**src/rtl/arm_ctrl_pkg.sv**
```systemverilog
// Shared encodings for the ARM968E-S ID/EX control path: ALU commands,
// instruction classes, condition codes and data-processing opcodes.
package arm_ctrl_pkg;

    localparam logic [3:0] CMD_NOP = 4'b0000;
    localparam logic [3:0] CMD_MOV = 4'b0001;
    localparam logic [3:0] CMD_ADD = 4'b0010;
    localparam logic [3:0] CMD_ADC = 4'b0011;
    localparam logic [3:0] CMD_SUB = 4'b0100;
    localparam logic [3:0] CMD_SBC = 4'b0101;
    localparam logic [3:0] CMD_AND = 4'b0110;
    localparam logic [3:0] CMD_ORR = 4'b0111;
    localparam logic [3:0] CMD_EOR = 4'b1000;
    localparam logic [3:0] CMD_MVN = 4'b1001;

    typedef enum logic [1:0] {
        MODE_DP  = 2'b00,
        MODE_MEM = 2'b01,
        MODE_BR  = 2'b10,
        MODE_RSV = 2'b11
    } mode_e;

    localparam logic [3:0] COND_EQ = 4'b0000;
    localparam logic [3:0] COND_NE = 4'b0001;
    localparam logic [3:0] COND_CS = 4'b0010;
    localparam logic [3:0] COND_CC = 4'b0011;
    localparam logic [3:0] COND_MI = 4'b0100;
    localparam logic [3:0] COND_PL = 4'b0101;
    localparam logic [3:0] COND_VS = 4'b0110;
    localparam logic [3:0] COND_VC = 4'b0111;
    localparam logic [3:0] COND_HI = 4'b1000;
    localparam logic [3:0] COND_LS = 4'b1001;
    localparam logic [3:0] COND_GE = 4'b1010;
    localparam logic [3:0] COND_LT = 4'b1011;
    localparam logic [3:0] COND_GT = 4'b1100;
    localparam logic [3:0] COND_LE = 4'b1101;
    localparam logic [3:0] COND_AL = 4'b1110;
    localparam logic [3:0] COND_NV = 4'b1111;

    localparam logic [3:0] OP_AND = 4'b0000;
    localparam logic [3:0] OP_EOR = 4'b0001;
    localparam logic [3:0] OP_SUB = 4'b0010;
    localparam logic [3:0] OP_ADD = 4'b0100;
    localparam logic [3:0] OP_ADC = 4'b0101;
    localparam logic [3:0] OP_SBC = 4'b0110;
    localparam logic [3:0] OP_TST = 4'b1000;
    localparam logic [3:0] OP_CMP = 4'b1010;
    localparam logic [3:0] OP_ORR = 4'b1100;
    localparam logic [3:0] OP_MOV = 4'b1101;
    localparam logic [3:0] OP_MVN = 4'b1111;

    typedef struct packed {
        logic       valid;
        logic [3:0] cmd;
        logic       wb_en;
        logic       mem_r_en;
        logic       mem_w_en;
        logic       b_en;
        logic       s_en;
    } ctrl_t;

endpackage

```
**src/rtl/arm_ctrl_pipe_if.sv**
```systemverilog
// ID-stage instruction fields in, registered ID/EX control word out.
interface arm_ctrl_pipe_if #(
    parameter int unsigned EXE_CMD_W = 4
);
    logic                 in_valid;
    logic [3:0]           cond;
    logic [3:0]           op_code;
    logic [1:0]           mode;
    logic                 s_in;
    logic                 i_in;
    logic [3:0]           sr_nzcv;
    logic                 stall;
    logic                 flush;
    logic                 out_valid;
    logic [EXE_CMD_W-1:0] exe_cmd;
    logic                 wb_en;
    logic                 mem_r_en;
    logic                 mem_w_en;
    logic                 b_en;
    logic                 s_en;
    logic                 shadow_busy;

    modport master (
        output in_valid, cond, op_code, mode, s_in, i_in, sr_nzcv, stall, flush,
        input  out_valid, exe_cmd, wb_en, mem_r_en, mem_w_en, b_en, s_en, shadow_busy
    );

    modport slave (
        input  in_valid, cond, op_code, mode, s_in, i_in, sr_nzcv, stall, flush,
        output out_valid, exe_cmd, wb_en, mem_r_en, mem_w_en, b_en, s_en, shadow_busy
    );
endinterface

```
**src/rtl/arm_cond_check.sv**
```systemverilog
// ARM condition-field evaluation against {N,Z,C,V}; shared with the execute stage.
module arm_cond_check
    import arm_ctrl_pkg::*;
(
    input  logic [3:0] cond,
    input  logic [3:0] nzcv,
    output logic       pass
);
    logic n, z, c, v;

    always_comb begin
        {n, z, c, v} = nzcv;
        pass = 1'b0;
        case (cond)
            COND_EQ: pass = z;
            COND_NE: pass = !z;
            COND_CS: pass = c;
            COND_CC: pass = !c;
            COND_MI: pass = n;
            COND_PL: pass = !n;
            COND_VS: pass = v;
            COND_VC: pass = !v;
            COND_HI: pass = c && !z;
            COND_LS: pass = !c || z;
            COND_GE: pass = (n == v);
            COND_LT: pass = (n != v);
            COND_GT: pass = !z && (n == v);
            COND_LE: pass = z || (n != v);
            COND_AL: pass = 1'b1;
            COND_NV: pass = 1'b0;
            default: pass = 1'b0;
        endcase
    end
endmodule

```
**src/rtl/arm_ctrl_pipe.sv**
```systemverilog
// Registered ID-stage control unit: decode, condition gating, stall/flush
// handling and branch-shadow squashing into the ID/EX control register.
module arm_ctrl_pipe
    import arm_ctrl_pkg::*;
#(
    parameter int unsigned EXE_CMD_W = 4,
    parameter int unsigned BR_SHADOW = 1
) (
    input logic            clk,
    input logic            rst,
    arm_ctrl_pipe_if.slave bus
);
    localparam logic [2:0] SHADOW_LOAD = 3'(BR_SHADOW);

    ctrl_t      dec;
    ctrl_t      ctrl_d, ctrl_q;
    logic [2:0] shadow_d, shadow_q;
    logic       cond_pass;

    arm_cond_check u_cond (
        .cond (bus.cond),
        .nzcv (bus.sr_nzcv),
        .pass (cond_pass)
    );

    always_comb begin
        dec = '0;
        case (bus.mode)
            MODE_DP: begin
                dec.valid = 1'b1;
                dec.wb_en = 1'b1;
                dec.s_en  = bus.s_in;
                case (bus.op_code)
                    OP_MOV:  dec.cmd = CMD_MOV;
                    OP_MVN:  dec.cmd = CMD_MVN;
                    OP_ADD:  dec.cmd = CMD_ADD;
                    OP_ADC:  dec.cmd = CMD_ADC;
                    OP_SUB:  dec.cmd = CMD_SUB;
                    OP_SBC:  dec.cmd = CMD_SBC;
                    OP_AND:  dec.cmd = CMD_AND;
                    OP_ORR:  dec.cmd = CMD_ORR;
                    OP_EOR:  dec.cmd = CMD_EOR;
                    OP_CMP: begin
                        dec.cmd   = CMD_SUB;
                        dec.wb_en = 1'b0;
                        dec.s_en  = 1'b1;
                    end
                    OP_TST: begin
                        dec.cmd   = CMD_AND;
                        dec.wb_en = 1'b0;
                        dec.s_en  = 1'b1;
                    end
                    default: dec = '0;
                endcase
            end
            MODE_MEM: begin
                if (bus.op_code == OP_ADD) begin
                    dec.valid    = 1'b1;
                    dec.cmd      = CMD_ADD;
                    dec.wb_en    = bus.s_in;
                    dec.mem_r_en = bus.s_in;
                    dec.mem_w_en = !bus.s_in;
                end
            end
            MODE_BR: begin
                dec.valid = bus.i_in;
                dec.b_en  = bus.i_in;
                dec.cmd   = CMD_NOP;
            end
            default: dec = '0;
        endcase
    end

    // Flush beats stall beats accept; an idle (in_valid=0) cycle still
    // registers a bubble but leaves the shadow count untouched.
    always_comb begin
        ctrl_d   = ctrl_q;
        shadow_d = shadow_q;
        if (bus.flush) begin
            ctrl_d   = '0;
            shadow_d = '0;
        end else if (!bus.stall) begin
            ctrl_d = '0;
            if (bus.in_valid) begin
                if (shadow_q != '0) begin
                    shadow_d = shadow_q - 3'd1;
                end else if (cond_pass) begin
                    ctrl_d = dec;
                    if (dec.b_en) shadow_d = SHADOW_LOAD;
                end
            end
        end
    end

    always_ff @(posedge clk or negedge rst) begin
        if (!rst) begin
            ctrl_q   <= '0;
            shadow_q <= '0;
        end else begin
            ctrl_q   <= ctrl_d;
            shadow_q <= shadow_d;
        end
    end

    assign bus.out_valid   = ctrl_q.valid;
    assign bus.exe_cmd     = EXE_CMD_W'(ctrl_q.cmd);
    assign bus.wb_en       = ctrl_q.wb_en;
    assign bus.mem_r_en    = ctrl_q.mem_r_en;
    assign bus.mem_w_en    = ctrl_q.mem_w_en;
    assign bus.b_en        = ctrl_q.b_en;
    assign bus.s_en        = ctrl_q.s_en;
    assign bus.shadow_busy = (shadow_q != '0);

endmodule

```
**src/flat_wrapper.sv**
```systemverilog
// flat-port wrapper written by rule: the top's interface ports become plain ports
module arm_ctrl_pipe_flat import arm_ctrl_pkg::*;
#(
    parameter int unsigned EXE_CMD_W = 4,
    parameter int unsigned BR_SHADOW = 1
)
  (clk, rst, bus_in_valid, bus_cond, bus_op_code, bus_mode, bus_s_in, bus_i_in, bus_sr_nzcv, bus_stall, bus_flush, bus_out_valid, bus_exe_cmd, bus_wb_en, bus_mem_r_en, bus_mem_w_en, bus_b_en, bus_s_en, bus_shadow_busy);
  arm_ctrl_pipe_if #(.EXE_CMD_W(EXE_CMD_W)) bus_i ();
  input logic clk;
  input logic rst;
  input wire logic [$bits(bus_i.in_valid)-1:0] bus_in_valid;
  input wire logic [$bits(bus_i.cond)-1:0] bus_cond;
  input wire logic [$bits(bus_i.op_code)-1:0] bus_op_code;
  input wire logic [$bits(bus_i.mode)-1:0] bus_mode;
  input wire logic [$bits(bus_i.s_in)-1:0] bus_s_in;
  input wire logic [$bits(bus_i.i_in)-1:0] bus_i_in;
  input wire logic [$bits(bus_i.sr_nzcv)-1:0] bus_sr_nzcv;
  input wire logic [$bits(bus_i.stall)-1:0] bus_stall;
  input wire logic [$bits(bus_i.flush)-1:0] bus_flush;
  output wire logic [$bits(bus_i.out_valid)-1:0] bus_out_valid;
  output wire logic [$bits(bus_i.exe_cmd)-1:0] bus_exe_cmd;
  output wire logic [$bits(bus_i.wb_en)-1:0] bus_wb_en;
  output wire logic [$bits(bus_i.mem_r_en)-1:0] bus_mem_r_en;
  output wire logic [$bits(bus_i.mem_w_en)-1:0] bus_mem_w_en;
  output wire logic [$bits(bus_i.b_en)-1:0] bus_b_en;
  output wire logic [$bits(bus_i.s_en)-1:0] bus_s_en;
  output wire logic [$bits(bus_i.shadow_busy)-1:0] bus_shadow_busy;
  assign bus_i.in_valid = bus_in_valid;
  assign bus_i.cond = bus_cond;
  assign bus_i.op_code = bus_op_code;
  assign bus_i.mode = bus_mode;
  assign bus_i.s_in = bus_s_in;
  assign bus_i.i_in = bus_i_in;
  assign bus_i.sr_nzcv = bus_sr_nzcv;
  assign bus_i.stall = bus_stall;
  assign bus_i.flush = bus_flush;
  assign bus_out_valid = bus_i.out_valid;
  assign bus_exe_cmd = bus_i.exe_cmd;
  assign bus_wb_en = bus_i.wb_en;
  assign bus_mem_r_en = bus_i.mem_r_en;
  assign bus_mem_w_en = bus_i.mem_w_en;
  assign bus_b_en = bus_i.b_en;
  assign bus_s_en = bus_i.s_en;
  assign bus_shadow_busy = bus_i.shadow_busy;
  arm_ctrl_pipe #(.EXE_CMD_W(EXE_CMD_W), .BR_SHADOW(BR_SHADOW)) u_core (.clk(clk), .rst(rst), .bus(bus_i));
endmodule
```
**config.mk**
```make
export PLATFORM = sky130hd
export DESIGN_NAME = arm_ctrl_pipe_flat
export DESIGN_NICKNAME = d
export VERILOG_FILES = /design/src/rtl/arm_ctrl_pkg.sv /design/src/rtl/arm_ctrl_pipe_if.sv /design/src/rtl/arm_cond_check.sv /design/src/rtl/arm_ctrl_pipe.sv /design/src/flat_wrapper.sv
export SDC_FILE = /design/constraint.sdc
export NUM_CORES = 1
export LEC_CHECK = 0
export CAP_MARGIN = 30
export CORE_MARGIN = 4
export CORE_UTILIZATION = 40
export CTS_CLUSTER_SIZE = 12
export DETAILED_ROUTE_END_ITERATION = 16
export GPL_ROUTABILITY_DRIVEN = 1
export PLACE_DENSITY = 0.78
export SKIP_CTS_REPAIR_TIMING = 1
export SYNTH_ARGS = -nofsm -noshare
export SYNTH_HDL_FRONTEND = slang
export SYNTH_HIERARCHICAL = 1
export SYNTH_SLANG_ARGS = --single-unit
```
**constraint.sdc**
```tcl
create_clock -name clk -period 2.6 [get_ports clk]
set_input_delay 0.52 -clock clk [delete_from_list [all_inputs] [get_ports clk]]
set_output_delay 0.52 -clock clk [all_outputs]
set_load 0.005 [all_outputs]
```
# == After elaboration in Yosys (flattened, before gate mapping) ==
# Index checks and enable logic that the tools add are counted.
# Widths: inputs -> output; s select.
# classes
n_addsub,1
eq_ne,30
muxes,21
n_reduce_logical,22
# op_table
op,n
$eq 4x4->1 const B,13
$mux 10,5
$pmux 4 s9,1
$eq 4x3->1 const B,7
$mux 3,6
$pmux 1 s16,1
$pmux 5 s3,1
$eq 4x2->1 const B,3
$reduce_or 11->1,1
$reduce_bool 3->1,3
$reduce_or 9->1,1
$eq 4x1->1 const B,2
$logic_not 4->1,2
$mux 8,1
$pmux 3 s2,1
$reduce_or 2->1,3
$logic_not 1->1,5
$mux 1,4
$reduce_and 4->1,1
$sub 3x1->3 const B,1
$eq 2x1->1 const B,1
$eq 2x2->1 const B,1
$logic_and 1x1->1,2
$logic_not 2->1,1
other kinds (6),7
# word_totals
register_bits,13
input_bits,21
out_inout_bits,11
elab_cells,82

# == Depth between registers and ports, before layout ==
# Gate-level depths: netlist of the first run.
# depth
ltp_word,9
ltp_mapped,10
mapped_depth_nobuf,9

# == Hierarchy ==
# Netlist of the first run, hierarchy kept.
# modules_own_cells
module,instances,cells_per_inst,area_each_um2,seq_area_each_um2
arm_ctrl_pipe,1,84,815.8,325.3
arm_cond_check,1,23,155.1,0.0

# == Least setup slack after synthesis of the first run ==
# OpenSTA, ideal clock, no wires.
# synth_timing
path_kind,input to register
startpoint,in bus_sr_nzcv[3]
endpoint,reg u_core.ctrl_q (netlist bit u_core/bus.exe_cmd[0])
setup_ps,67
arrival_time_ps,2261
required_time_ps,2533
setup_slack_ps,272
cell_stages,9
path_buffers,0
path_cell_list,xor2_1 xor2_1 a2111oi_1 a311oi_1 o22ai_1 nand2_1 or3_4 nor3_4 a32o_1
# synth_between
elab_chain_cells,8
elab_cells_between_ends,11
classes_between,eq/ne (2); mux (6); reduce/logical (3)
# synth_lines
element,line_no,rtl
start: declaration,flat_wrapper.sv:17,input wire logic [$bits(bus_i.sr_nzcv)-1:0] bus_sr_nzcv;
$ne 1x1->1 or $eq 1x1->1 (tied branches),-,
$logic_or 1x1->1 or $logic_and 1x1->1 (tied branches),"arm_cond_check.sv:28, arm_cond_check.sv:27",
$pmux 1 s16 (*),arm_cond_check.sv:14,case (cond)
via u_core.cond_pass,arm_ctrl_pipe.sv:18,logic cond_pass;
$mux 10 (*),arm_ctrl_pipe.sv:87,end else if (cond_pass) begin
$mux 10 (*),arm_ctrl_pipe.sv:85,if (shadow_q != '0) begin
$mux 10 (*),arm_ctrl_pipe.sv:84,if (bus.in_valid) begin
$mux 10 (*),arm_ctrl_pipe.sv:82,end else if (!bus.stall) begin
$mux 10 (*),arm_ctrl_pipe.sv:79,if (bus.flush) begin
end signal: assignment,arm_ctrl_pipe.sv:100,ctrl_q <= ctrl_d;
end: declaration,arm_ctrl_pipe.sv:16,"ctrl_t ctrl_d, ctrl_q;"
# The timed path passes the listed nets; every way through them passes the cells marked *. The select of a mux whose other input is x is not followed.
# A chain may end at the register's enable or synchronous reset.

# == Worst setup path in the final report of the first run ==
# layout_timing
startpoint,in bus_sr_nzcv[2]
endpoint,reg u_core.ctrl_q (netlist bit u_core/bus.exe_cmd[3])
# layout_between
elab_chain_cells,8
elab_cells_between_ends,11
classes_between,mux (6); reduce/logical (5)
# layout_lines
element,line_no
$logic_not 1->1,"arm_cond_check.sv:16, arm_cond_check.sv:23, arm_cond_check.sv:27"
$logic_and 1x1->1 (on tied branches),"arm_cond_check.sv:27, arm_cond_check.sv:23"
$pmux 1 s16 (*),arm_cond_check.sv:14
via u_core.cond_pass,arm_ctrl_pipe.sv:18
$mux 10 (*),arm_ctrl_pipe.sv:87
$mux 10 (*),arm_ctrl_pipe.sv:85
$mux 10 (*),arm_ctrl_pipe.sv:84
$mux 10 (*),arm_ctrl_pipe.sv:82
$mux 10 (*),arm_ctrl_pipe.sv:79
# Marks and branches as above.

==> run metrics, run 1 <==
outcome finished clean; crit path max fanout 5; final instance area roughly 1400 sq um; dpl hpwl 2000 um; fillers about 220; max-cap violations 0; Chip Height 57.3 um; total grt overflow 0; Post-Place Cell Area 1350 sq um; Slew headroom 53.8%; Power Density 333 nW/um^2; Final Hold Fails 0; Core Region approximately 2300 sq um; number of synthesis warnings 6; critical path arrival 2.68 ns; top-count cell post-synth dfrtp_1; worst-case reg-to-reg path depth 7; vias between 900 and 1,000; synth unique cells 45; multi-input gate area in the final layout slightly below 600 sq um; GRT Overall Usage between 15 and 20%; Finished Core Util between 60% and 70%; DIE WIDTH 57.3 um; WS Path Type input port to register; Hold Path Class register to register; Synth area leaders dfrtp_1, a32o_1, nand2_1, xor2_1, nand2b_1; row cnt 17; Final Cycle Share 94.8%; hold depth 2; WHS 0.493 ns; DRC 0; min Tclk post-route 2.46 ns; largest net degree at the start of global routing 14; register area 325 sq um; share of cells above drive strength 1 16.6%; number of clock sinks 13; Synth async-reset ratio 100%; Syn Nets 130; Synth top cells by count dfrtp_1, nand2_1, a21oi_1, inv_1, nor2_1; Area growth, synth to finish 44.6%; post-synthesis register bit count 13; first-pass GRT wire length 4400 um; Final nets around 170; die area 3280 sq um; Seq/Total Area, Yosys 33.5%; Pleak 0.628 nW; CTS Buf Count 3; Main synth FF type dfrtp_1; drt first-iter violations 22; Detailed Routing Iterations Pass 1 4; PortBufs 31; Worst Clk Skew 0.00285 ns; EDFF count, synth 0; Detail Route Antenna Nets 0; fmax 0.406 GHz; Setup WS pre-CTS -0.412 ns; Critical Path Start Type input port; Initial Utilization 43.1%; Post-Syn Area about 970 sq um; drt wl/cell 14.8 um; GP Congestion between 0.8 and 0.9; worst skew pair latency 0.28 ns; CTS Root Cell clkbuf_4; cells after synthesis 107; Final WS setup ~0.14 ns; num ports 32; Worst EP required between 2 and 3 ns; VDD IR max 206 uV; mean post-synth cell area 9.07 sq um; CTS H-tree depth 1; CTS max path bufs 2; Ant. Diodes 0; clock slew at reported path FFs 0.08 ns; initial antenna violation count 0; CTS tree yes; DR vias/cell between 5 and 6; share of the synthesized area in the top cell type approximately a third; area leader, netlist dfrtp_1; pins over their slew limit 0; # setup viols final 0; vias in the first global route 990; Slew @ Worst Pin between 0.6 and 0.7 ns; drt total wl 2570 um; Worst setup EP type register
==> flip-flops by register name, summed over array words and instances (netlist names) <==
register / cells
u_core/bus.wb_en: 1
u_core/bus.exe_cmd: 4
u_core/bus.s_en: 1
u_core/bus.b_en: 1
u_core/bus.mem_w_en: 1
u_core/bus.mem_r_en: 1
u_core/bus.out_valid: 1
u_core/shadow_q: 3
==> area by class of cell <==
cell class	count	area share, %
multi-input combinational	81	42.5
timing repair buffer	41	28.3
sequential	13	23.2
tap	28	2.50
clock buffer	4	1.87
inverter	6	1.60
==> metrics by stage <==
step | power (mW) | setup TNS (ns) | instances
2_1_floorplan | 0.272 | 0 | 107
3_3_place_gp | 0.337 | -2.54 | 169
3_5_place_dp | 0.340 | -3.61 | 169
4_1_cts | 0.469 | -0.511 | 173
5_1_grt | 0.495 | -0.0000198 | 173
6_report | 0.467 | 0 | 173
==> routing by layer <==
layer	up-vias	GRT usage (%)	part of all wire, %
met4	0	6.95	1.6
li1	466	-	-
met3	5	3.39	5.2
met1	450	19.8	43
met2	34	30.3	51
met5	-	0	0
==> path summary, 6_finish.rpt <==
kind                                    startpoint                     to  slack (ns)
max in group asynchronous                      rst     u_core/shadow_q[1]        1.60
worst min-delay path               u_core/bus.b_en        u_core/bus.b_en        0.49
worst max-delay path                bus_sr_nzcv[2]  u_core/bus.exe_cmd[3]        0.14
worst max register to register  u_core/shadow_q[0]  u_core/bus.exe_cmd[3]        0.72
min in group asynchronous                      rst  u_core/bus.exe_cmd[2]        0.61
worst min register to register     u_core/bus.b_en        u_core/bus.b_en        0.49
==> report_power, final <==
group / switching, mW / internal [mW]
Combinational: 0.0642 / 0.0709
Clock: 0.0685 / 0.0597
Sequential: 0.000743 / 0.203
Total: 0.133 / 0.334
==> layout by cell type (no fill, tap or decap), drive strengths merged, types with 3 or more instances in the layout <==
cell / n
clkdlybuf4s50: 26
dlymetal6s2s: 5
xor2: 4
inv: 6
a32o: 5
dfrtp: 13
or3: 3
o21ai: 5
nor2: 6
nand2: 11
mux2i: 3
a21oi: 6
clkbuf: 4
nor3: 3
nand2b: 7
buf: 10
==> cell families (layout without fill, tap and decap cells) <==
logic type	after synthesis	count (layout)	share of synthesized area [%]
multiplexers	3	3	3.09
AO/OA/AOI/OAI	31	31	24.1
adder cells (fa/ha/maj)	3	3	3.61
XOR/XNOR	5	5	4.51
flip-flops	13	13	33.5
AND/OR/NAND/NOR	39	39	24.6
buffers and inverters	13	51	6.57
==> critical path, stage by stage <==
cell	delay [ns]
clkdlybuf4s50_1	0.45
nor2_2	0.13
a211oi_1	0.09
a2111oi_2	0.36
a311oi_1	0.08
o22ai_1	0.19
nand2_1	0.10
or3_4	0.38
nor3_4	0.18
a32o_1	0.19
Power figures use the tool's default switching activity.
==> run 2, diff against run 1 <==
- CELL_PAD_IN_SITES_DETAIL_PLACEMENT: not set -> 0
- CELL_PAD_IN_SITES_GLOBAL_PLACEMENT: not set -> 1
- CORE_UTILIZATION: 40 -> 36
- PLACE_DENSITY: 0.78 -> 0.91
==> run 2 against run 1 <==
Final cell count grew 0.58%. Largest power group unchanged. Setup slack lost 0.045 ns. First-iteration DRC count shrank 36%. Clock-buffer cell count is the same. Via count shrank 0.10%. Non-clock buffer count shrank 1. Combinational power is essentially flat. Fmax shrank 1.8%. Largest cell class unchanged. Highest routed layer unchanged. Core utilization shrank 6.7 points. Critical endpoint is now u_core/bus.exe_cmd[0].
==> run metrics, run 2 (synthesis results as in run 1) <==
Chip Height 59.9 um (+4.7%); largest net degree at the start of global routing 14 (unchanged); Initial Utilization 38.5% (-4.6 points); Detail Route Antenna Nets 0 (unchanged); CTS tree yes; pins over their slew limit 0 (unchanged); Clock Power Share 26.7% (-0.7 points); CP peak stage delay 0.56 ns (+0.11 ns); drt wl/cell 14.7 um (-0.92%); dpl hpwl 2020 um (+1.2%); fillers 246 (+14%); Worst Clk Skew 0.00279 ns (-0.0000518 ns); first-pass GRT wire length 4180 um (-5.0%); outcome finished clean; worst skew pair latency 0.28 ns (about the same); critical path arrival 2.72 ns (+0.04 ns); CTS H-tree depth 1 (unchanged); combinational share of power 28.9% (about the same); share of cells above drive strength 1 16.0% (-0.58 points); crit path max fanout 5 (unchanged); total grt overflow 0 (unchanged); number of clock sinks 13 (unchanged); Final nets 168 (-0.59%); Finished Core Util 55.6% (-6.7 points); Post-Place Cell Area 1350 sq um (-0.37%); WS Path Type input port to register; Area growth, synth to finish 44.3%; Flop pwr share 44.4% (+0.7 points); vias in the first global route 1,001 (+1.1%); RSZ-0062 raised after global routing false; Power Density 328 nW/um^2 (-1.4%); commonest non-fill, non-tap cell in the layout clkdlybuf4s50_1; Detailed Routing Iterations Pass 1 4 (unchanged); Pleak 0.620 nW (-1.3%); Slew headroom 56.6% (+2.8 points); CTS max path bufs 2 (unchanged); DR vias/cell 5.48 (-0.68%); vias 954 (-0.10%); Crit-path slowest cell clkdlybuf4s50_1; Core Region 2520 sq um (+12%); Post-Route Setup TNS 0 ns (unchanged); CP Cell Sequence clkdlybuf4s50_1 > mux2i_1 > xnor2_1 > a311oi_1 > o22ai_1 > nand2_1 > or3_4 > nor3_4 > a32o_1; Final Cycle Share 96.5% (+1.7 points); Critical Path Start Type input port; max reg flops 4 (unchanged); Worst setup EP type register; GP Congestion 0.922 (+5.5%); drt total wl 2560 um (-0.35%); Slew @ Worst Pin 0.649 ns (-0.0423 ns); CTS Root Cell clkbuf_4; Ant. Diodes 0 (unchanged); VDD IR max 322 uV (+56%); Pint 0.331 mW (-0.81%); DRC 0 (unchanged); drt first-iter violations 14 (-36%); switching power share of the total 28.0% (-0.59 points); # setup viols final 0 (unchanged); fmax 0.398 GHz (-1.8%); initial antenna violation count 0 (unchanged); GRT Overall Usage 15.4% (-1.6 points); switching power 0.129 mW (-3.6%); Worst EP required 2.81 ns (about the same); final instance area 1400 sq um (-0.18%); PortBufs 31 (unchanged); Final Hold Fails 0 (unchanged); row cnt 18 (+1); DIE WIDTH 59.9 um (+4.7%); min Tclk post-route 2.51 ns (+0.0454 ns); clock slew at reported path FFs 0.07 ns (about the same); CTS Buf Count 3 (unchanged); die area 3590 sq um (+9.5%); commonest cells after routing, fill and taps aside clkdlybuf4s50_1, dfrtp_1, nand2_1; Hold Path Class register to register; num ports 32 (unchanged); max-cap violations 0 (unchanged)
run 2: cell count changes in the layout (fill, tap and decap cells not counted), sizes merged:
| cell | delta |
|---|---|
| buf | -1 |
| clkdlybuf4s50 | +1 |
| dlymetal6s2s | -1 |
run 2: worst paths after layout:
kind                                     from  depth (start not counted)                    end  slack, ns
setup / recovery                  bus_cond[1]                          9  u_core/bus.exe_cmd[0]       0.09
hold / removal                u_core/bus.b_en                          2        u_core/bus.b_en       0.50
setup reg to reg           u_core/shadow_q[0]                          7  u_core/bus.exe_cmd[0]       0.69
hold reg to reg               u_core/bus.b_en                          2        u_core/bus.b_en       0.50
max in group asynchronous                 rst                          1   u_core/bus.out_valid       1.63
min in group asynchronous                 rst                          1     u_core/shadow_q[2]       0.60
run 2: through the flow:
stage / hold slack, ns / total power [mW] / setup slack [ns] / cells
final: 0.498 / 0.460 / 0.0903 / 174
after global routing: 0.543 / 0.490 / 0.00554 / 174
after CTS: 0.497 / 0.463 / -0.218 / 174
after detailed placement: 0.480 / 0.337 / -0.482 / 170
after global placement: 0.483 / 0.334 / -0.341 / 170
after floorplan: 0.224 / 0.272 / 0.272 / 107
run 2: worst max-delay path, delay by kind of cell:
family	cells	cell delay, ns
buffers and inverters	1	0.56
xor gates and xnor gates	1	0.16
and+or+nand+nor	3	0.67
muxes	1	0.28
AOI/OAI and AO/OA	3	0.53
run 2: power by group through the flow:
stage | clock (mW) | sequential, mW | combinational [mW]
5_1_grt | 0.143 | 0.204 | 0.143
3_3_place_gp | 0 | 0.208 | 0.126
6_report | 0.123 | 0.204 | 0.133
4_1_cts | 0.129 | 0.204 | 0.130
2_1_floorplan | 0 | 0.208 | 0.0640
3_5_place_dp | 0 | 0.208 | 0.129
run 2: area by class of cell:
class | instances | area, sq um | share of cell area [%]
tap | 30 | 37.5 | 2.68
sequential | 13 | 325 | 23.2
clock buffer | 4 | 26.3 | 1.88
inverter | 6 | 22.5 | 1.61
timing repair buffer | 40 | 388 | 27.7
multi-input combinational | 81 | 602 | 42.9
run 2: layer usage:
layer	wire (um)	vias up	GRT usage, %
met4	35	0	5.70
met3	183	5	4.75
li1	-	462	-
met1	1080	456	17.5
met2	1260	31	26.9
met5	0	-	0
